### src/rtl/mc_pkg.sv
// Shared types and encodings for the multi-cycle RISC-V controller:
// FSM states, opcodes, immediate formats and ALU operation codes.
package mc_pkg;

    typedef enum logic [3:0] {
        FETCH, DECODE, MEMADR, MEMREAD, MEMWB, MEMWRITE,
        EXECUTER, EXECUTEI, ALUWB, BRANCH, JAL, LUI
    } state_e;

    localparam logic [6:0] OP_LOAD   = 7'b0000011;
    localparam logic [6:0] OP_STORE  = 7'b0100011;
    localparam logic [6:0] OP_RTYPE  = 7'b0110011;
    localparam logic [6:0] OP_ITYPE  = 7'b0010011;
    localparam logic [6:0] OP_BRANCH = 7'b1100011;
    localparam logic [6:0] OP_JAL    = 7'b1101111;
    localparam logic [6:0] OP_LUI    = 7'b0110111;

    localparam logic [2:0] IMM_I = 3'b000;
    localparam logic [2:0] IMM_S = 3'b001;
    localparam logic [2:0] IMM_B = 3'b010;
    localparam logic [2:0] IMM_U = 3'b011;
    localparam logic [2:0] IMM_J = 3'b100;

    localparam logic [2:0] ALU_ADD = 3'b000;
    localparam logic [2:0] ALU_SUB = 3'b001;
    localparam logic [2:0] ALU_AND = 3'b010;
    localparam logic [2:0] ALU_OR  = 3'b011;
    localparam logic [2:0] ALU_SLT = 3'b101;

    // Coarse ALU request from the FSM; FUNCT defers to funct3/funct7.
    localparam logic [1:0] ALUOP_ADD   = 2'b00;
    localparam logic [1:0] ALUOP_SUB   = 2'b01;
    localparam logic [1:0] ALUOP_FUNCT = 2'b10;

    function automatic logic [2:0] imm_fmt(input logic [6:0] op);
        case (op)
            OP_LOAD, OP_ITYPE: return IMM_I;
            OP_STORE:          return IMM_S;
            OP_BRANCH:         return IMM_B;
            OP_LUI:            return IMM_U;
            OP_JAL:            return IMM_J;
            default:           return IMM_I;
        endcase
    endfunction

    function automatic logic is_known_op(input logic [6:0] op);
        case (op)
            OP_LOAD, OP_STORE, OP_RTYPE, OP_ITYPE,
            OP_BRANCH, OP_JAL, OP_LUI: return 1'b1;
            default:                   return 1'b0;
        endcase
    endfunction

endpackage

### src/rtl/alu_decoder.sv
// Combinational ALU decoder: maps the FSM's coarse alu_op plus the
// instruction's funct fields onto a concrete ALU operation.
module alu_decoder (
    input  logic [1:0] alu_op_i,
    input  logic [2:0] funct3_i,
    input  logic       op_b5_i,
    input  logic       funct7b5_i,
    output logic [2:0] alu_control_o
);
    import mc_pkg::*;

    always_comb begin
        alu_control_o = ALU_ADD;
        case (alu_op_i)
            ALUOP_ADD: alu_control_o = ALU_ADD;
            ALUOP_SUB: alu_control_o = ALU_SUB;
            ALUOP_FUNCT: begin
                case (funct3_i)
                    // Only R-type (op[5] set) may select sub; addi never does.
                    3'b000:  alu_control_o = (op_b5_i && funct7b5_i) ? ALU_SUB : ALU_ADD;
                    3'b010:  alu_control_o = ALU_SLT;
                    3'b110:  alu_control_o = ALU_OR;
                    3'b111:  alu_control_o = ALU_AND;
                    default: alu_control_o = ALU_ADD;
                endcase
            end
            default: alu_control_o = ALU_ADD;
        endcase
    end

endmodule

### src/rtl/mc_controller.sv
// Moore-style main controller for a multi-cycle RV32 subset datapath.
// The state register is the only storage; all outputs decode from it.
module mc_controller
    import mc_pkg::*;
(
    input  logic       clk,
    input  logic       rst,
    input  logic [6:0] op,
    input  logic [2:0] funct3,
    input  logic       funct7b5,
    input  logic       zero,
    output logic       pc_write,
    output logic       adr_src,
    output logic       mem_write,
    output logic       ir_write,
    output logic       reg_write,
    output logic [1:0] result_src,
    output logic [1:0] alu_src_a,
    output logic [1:0] alu_src_b,
    output logic [2:0] alu_control,
    output logic [2:0] imm_src,
    output logic       illegal,
    output state_e     state_o
);

    state_e     state_q, state_d, out_state;
    logic       pc_update, branch;
    logic       ir_write_s, mem_write_s, reg_write_s;
    logic [1:0] alu_op;

    always_ff @(posedge clk) begin
        if (rst) state_q <= FETCH;
        else     state_q <= state_d;
    end

    always_comb begin
        state_d = FETCH;
        case (state_q)
            FETCH: state_d = DECODE;
            DECODE: begin
                case (op)
                    OP_LOAD, OP_STORE: state_d = MEMADR;
                    OP_RTYPE:          state_d = EXECUTER;
                    OP_ITYPE:          state_d = EXECUTEI;
                    OP_BRANCH:         state_d = BRANCH;
                    OP_JAL:            state_d = JAL;
                    OP_LUI:            state_d = LUI;
                    default:           state_d = FETCH;
                endcase
            end
            MEMADR:                        state_d = (op == OP_LOAD) ? MEMREAD : MEMWRITE;
            MEMREAD:                       state_d = MEMWB;
            EXECUTER, EXECUTEI, JAL, LUI:  state_d = ALUWB;
            MEMWB, MEMWRITE, ALUWB, BRANCH: state_d = FETCH;
            default:                       state_d = FETCH;
        endcase
    end

    // While reset is held the mux selects present their FETCH values.
    assign out_state = rst ? FETCH : state_q;

    always_comb begin
        ir_write_s  = 1'b0;
        pc_update   = 1'b0;
        branch      = 1'b0;
        adr_src     = 1'b0;
        mem_write_s = 1'b0;
        reg_write_s = 1'b0;
        result_src  = 2'b00;
        alu_src_a   = 2'b00;
        alu_src_b   = 2'b00;
        alu_op      = ALUOP_ADD;
        case (out_state)
            FETCH: begin
                ir_write_s = 1'b1;
                pc_update  = 1'b1;
                alu_src_b  = 2'b10;
                result_src = 2'b10;
            end
            DECODE: begin
                alu_src_a = 2'b01;
                alu_src_b = 2'b01;
            end
            MEMADR: begin
                alu_src_a = 2'b10;
                alu_src_b = 2'b01;
            end
            MEMREAD: adr_src = 1'b1;
            MEMWB: begin
                result_src  = 2'b01;
                reg_write_s = 1'b1;
            end
            MEMWRITE: begin
                adr_src     = 1'b1;
                mem_write_s = 1'b1;
            end
            EXECUTER: begin
                alu_src_a = 2'b10;
                alu_op    = ALUOP_FUNCT;
            end
            EXECUTEI: begin
                alu_src_a = 2'b10;
                alu_src_b = 2'b01;
                alu_op    = ALUOP_FUNCT;
            end
            ALUWB: reg_write_s = 1'b1;
            BRANCH: begin
                alu_src_a = 2'b10;
                alu_op    = ALUOP_SUB;
                branch    = 1'b1;
            end
            JAL: begin
                alu_src_a = 2'b01;
                alu_src_b = 2'b10;
                pc_update = 1'b1;
            end
            LUI: begin
                alu_src_a = 2'b11;
                alu_src_b = 2'b01;
            end
            default: ;
        endcase
    end

    alu_decoder u_alu_decoder (
        .alu_op_i      (alu_op),
        .funct3_i      (funct3),
        .op_b5_i       (op[5]),
        .funct7b5_i    (funct7b5),
        .alu_control_o (alu_control)
    );

    // funct3[0] distinguishes bne from beq, inverting the sense of zero.
    assign pc_write  = ~rst & (pc_update | (branch & (zero ^ funct3[0])));
    assign ir_write  = ~rst & ir_write_s;
    assign mem_write = ~rst & mem_write_s;
    assign reg_write = ~rst & reg_write_s;
    assign illegal   = ~rst & (state_q == DECODE) & ~is_known_op(op);
    assign imm_src   = imm_fmt(op);
    assign state_o   = state_q;

endmodule

### config.mk
export PLATFORM = sky130hd
export DESIGN_NAME = mc_controller
export DESIGN_NICKNAME = d
export VERILOG_FILES = /design/src/rtl/mc_pkg.sv /design/src/rtl/alu_decoder.sv /design/src/rtl/mc_controller.sv
export SDC_FILE = /design/constraint.sdc
export NUM_CORES = 1
export LEC_CHECK = 0
export BUFFER_PORTS_ARGS = -buffer_cell sky130_fd_sc_hd__buf_4
export CAP_MARGIN = 20
export CORE_UTILIZATION = 30
export CTS_CLUSTER_DIAMETER = 100
export DETAILED_ROUTE_END_ITERATION = 7
export HOLD_SLACK_MARGIN = 0.03
export PLACE_DENSITY = 0.56
export RECOVER_POWER = 50
export REMOVE_ABC_BUFFERS = 1
export SYNTH_ARGS = -nofsm -noshare
export SYNTH_HDL_FRONTEND = slang
export SYNTH_HIERARCHICAL = 1
export SYNTH_SLANG_ARGS = --single-unit
### constraint.sdc
create_clock -name clk -period 2.18 [get_ports clk]
set_input_delay 0.109 -clock clk [delete_from_list [all_inputs] [get_ports clk]]
set_output_delay 0.109 -clock clk [all_outputs]
set_load 0.05 [all_outputs]
==> impl_metrics.yaml <==
clock_tree:
  cts_setup_buffers: 0
  cts_root_buffer: "clkbuf_4"
  clock_latency_ns: 0.24
  clock-sinks: 4
  ctsResizeCount: 0
  cts_hold_buf: 0
  clockBufferDepth: 2
  clk_pin_slew_ns: 0.04
  numCtsBuffers: 3
  cts_tree: "built"
  cts-htree-levels: 1
timing:
  period_share_pct: 92.04
  rsz0062_at_grt: "no"
  finalHoldViolCount: 0
  finalClockSkew_ns: 0.001537
  final.min_clock_period_ns: 2.006
  setup-tns-final_ns: 0
  worst_pin_slew_ns: 0.6141
  holdWs_ns: 0.1806
  timing.fmax_mhz: 498.4
  slew_headroom_pct: 59.23
  setup_viol: 0
  slew_violations: 0
finish:
  nets: 149
  area_delta_synth_final_pct: 35.62
  largest_reg_flops: 4
  layout-drive-gt1-share_pct: 34.35
  fin_util_pct: 43.95
  diodes: 0
  instances_no_fill: 159
setup_path:
  worstSetupPathType: "reg2out"
  crit_chain: "nor2b_2 > and3_1 > inv_1 > ha_1 > nor4b_1 > buf_4"
  crit_arrival_ns: 1.90
  endpoint_kind: "output port"
  cp_max_fo: 3
  slowest_stage: "ha_1"
  crit_family: "simple AND/OR/NAND/NOR gates"
  cp_slowest_stage_delay_ns: 0.33
  crit_buf_inv: 2
  worstPathRequired_ns: 2.07
  startpoint_type: "register"
logic_synthesis:
  synth.most_common_cell: "nor2_1"
  synth_area_per_cell_um2: 7.381
  yosysTopAreaCell: "dfxtp_1"
  async_flop_share_pct: 0
  netlist_area_um2: 730.7
  syn_inst: 99
  synth_enable_flop_cells: 0
  synthTopCellsByArea: "dfxtp_1, a2111oi_2, nor2_1"
  synth_seq_cells: 4
  yosysWarnings: 6
  synthFlopType: "dfxtp_1"
  synth.top_cells.by_count: "nor2_1, a21oi_1, buf_2"
  ys_types: 41
  synth_seq_area_share_pct: 10.96
  synth_top_cell_area_share_pct: 10.96
run_status:
  status: "completed"
floorplanning:
  initial_core_util_pct: 32.41
  die_w_um: 51.35
  pin_count: 36
  dieArea_um2: 2637
  core_area_um2: 2255
  row_count: 17
  die_y_um: 51.35
global_routing:
  grt_max_degree: 17
  grt_usage_pct: 17.22
  grt_overflow_total: 0
  grt_pass1_wl_mm: 3.408
  grt_pass1_vias: 776
  antenna_found_initial: 0
route:
  drt_iter0_markers: 18
  drtPass1Iterations: 4
  wire_per_inst_um: 12.85
  route.vias.total: 838
  drc: 0
  drt_wl_total_mm: 2.043
  detail_route.vias_per_cell: 5.270
  ant_nets: 0
pwr:
  p_total_mw: 0.3511
  ir_drop_uv: 216.4
  powerDensity_nw_per_um2: 354.3
  leakage_nw: 0.3937
place:
  place_inst: 156
  portBuffers: 35
  gp_congestion: 0.7139
  dp_hpwl_mm: 1.516
hold_path:
  hp-class: "in2reg"
job:
  drv_cap: 0
-- per-stage QoR --
step | instance area [um2] | setup slack, ns
6_report | 991.0 | 0.1736
5_1_grt | 991.0 | 0.04947
4_1_cts | 1025 | 0.1148
3_5_place_dp | 1002 | 0.3877
3_3_place_gp | 1002 | 0.4687
2_1_floorplan | 666.9 | -1.269
-- worst min-delay path, cell delays in order --
cell,delay (ns)
buf_4,0.13
inv_1,0.06
a2111oi_2,0.06
-- logic make-up (layout without fill, tap and decap cells) --
logic type	Yosys count	count (layout)	synth area share (%)
AO/OA/AOI/OAI	22	22	24.49
adder cells (fa/ha/maj)	2	2	3.424
AND/OR/NAND/NOR	48	48	39.38
flip-flops	4	4	10.96
multiplexers	2	2	4.452
buffers and inverters	16	48	11.30
XOR/XNOR	5	5	5.994
-- layer usage --
| metal | track usage (%) | part of all wire [%] | vias up | routed length (um) |
|---|---|---|---|---|
| met5 | 0 | 0 | - | 0 |
| met4 | 4.054 | 0 | 0 | 0 |
| met3 | 4.464 | 5.7 | 0 | 117 |
| met2 | 28.95 | 47 | 30 | 960 |
| met1 | 21.81 | 47 | 387 | 964 |
| li1 | - | - | 421 | - |
-- placed cells by master (no fill, tap or decap), drive strengths merged, types with 2 or more instances in the layout --
| master | instances |
|---|---|
| buf | 32 |
| nor2 | 11 |
| clkbuf | 11 |
| a21oi | 6 |
| nor4 | 6 |
| nand2 | 5 |
| inv | 5 |
| nand2b | 5 |
| nand3 | 4 |
| dfxtp | 4 |
| a2111oi | 4 |
| xnor2 | 3 |
| nor2b | 3 |
| and3 | 2 |
| a21o | 2 |
| xor2 | 2 |
| nand3b | 2 |
| nand4b | 2 |
| nor3 | 2 |
| nor4b | 2 |
| ha | 2 |
| o21ai | 2 |
| mux2i | 2 |
-- where the power goes --
part           switching [mW]  total, mW  internal, mW
clock network          0.0349     0.0968        0.0619
logic                   0.116      0.177        0.0612
registers             0.00110     0.0773        0.0762
-- area by class of cell --
type | instances | area, um2
fillers | 243 | 1264
multi-input cells | 79 | 564.3
clock buffers | 3 | 22.52
well taps | 28 | 35.03
inverters | 5 | 18.77
repair buffers | 40 | 270.3
flip-flops and latches | 4 | 80.08
-- worst paths after layout --
check | slack (ns) | startpoint | endpoint | cells after the start
setup / recovery | 0.17 | state_o[3] | alu_control[2] | 6
hold / removal | 0.18 | op[4] | state_o[2] | 3
setup reg to reg | 0.67 | state_o[1] | state_o[1] | 5
hold reg to reg | 0.65 | state_o[3] | state_o[2] | 2
(Power assumes the default switching activity.)
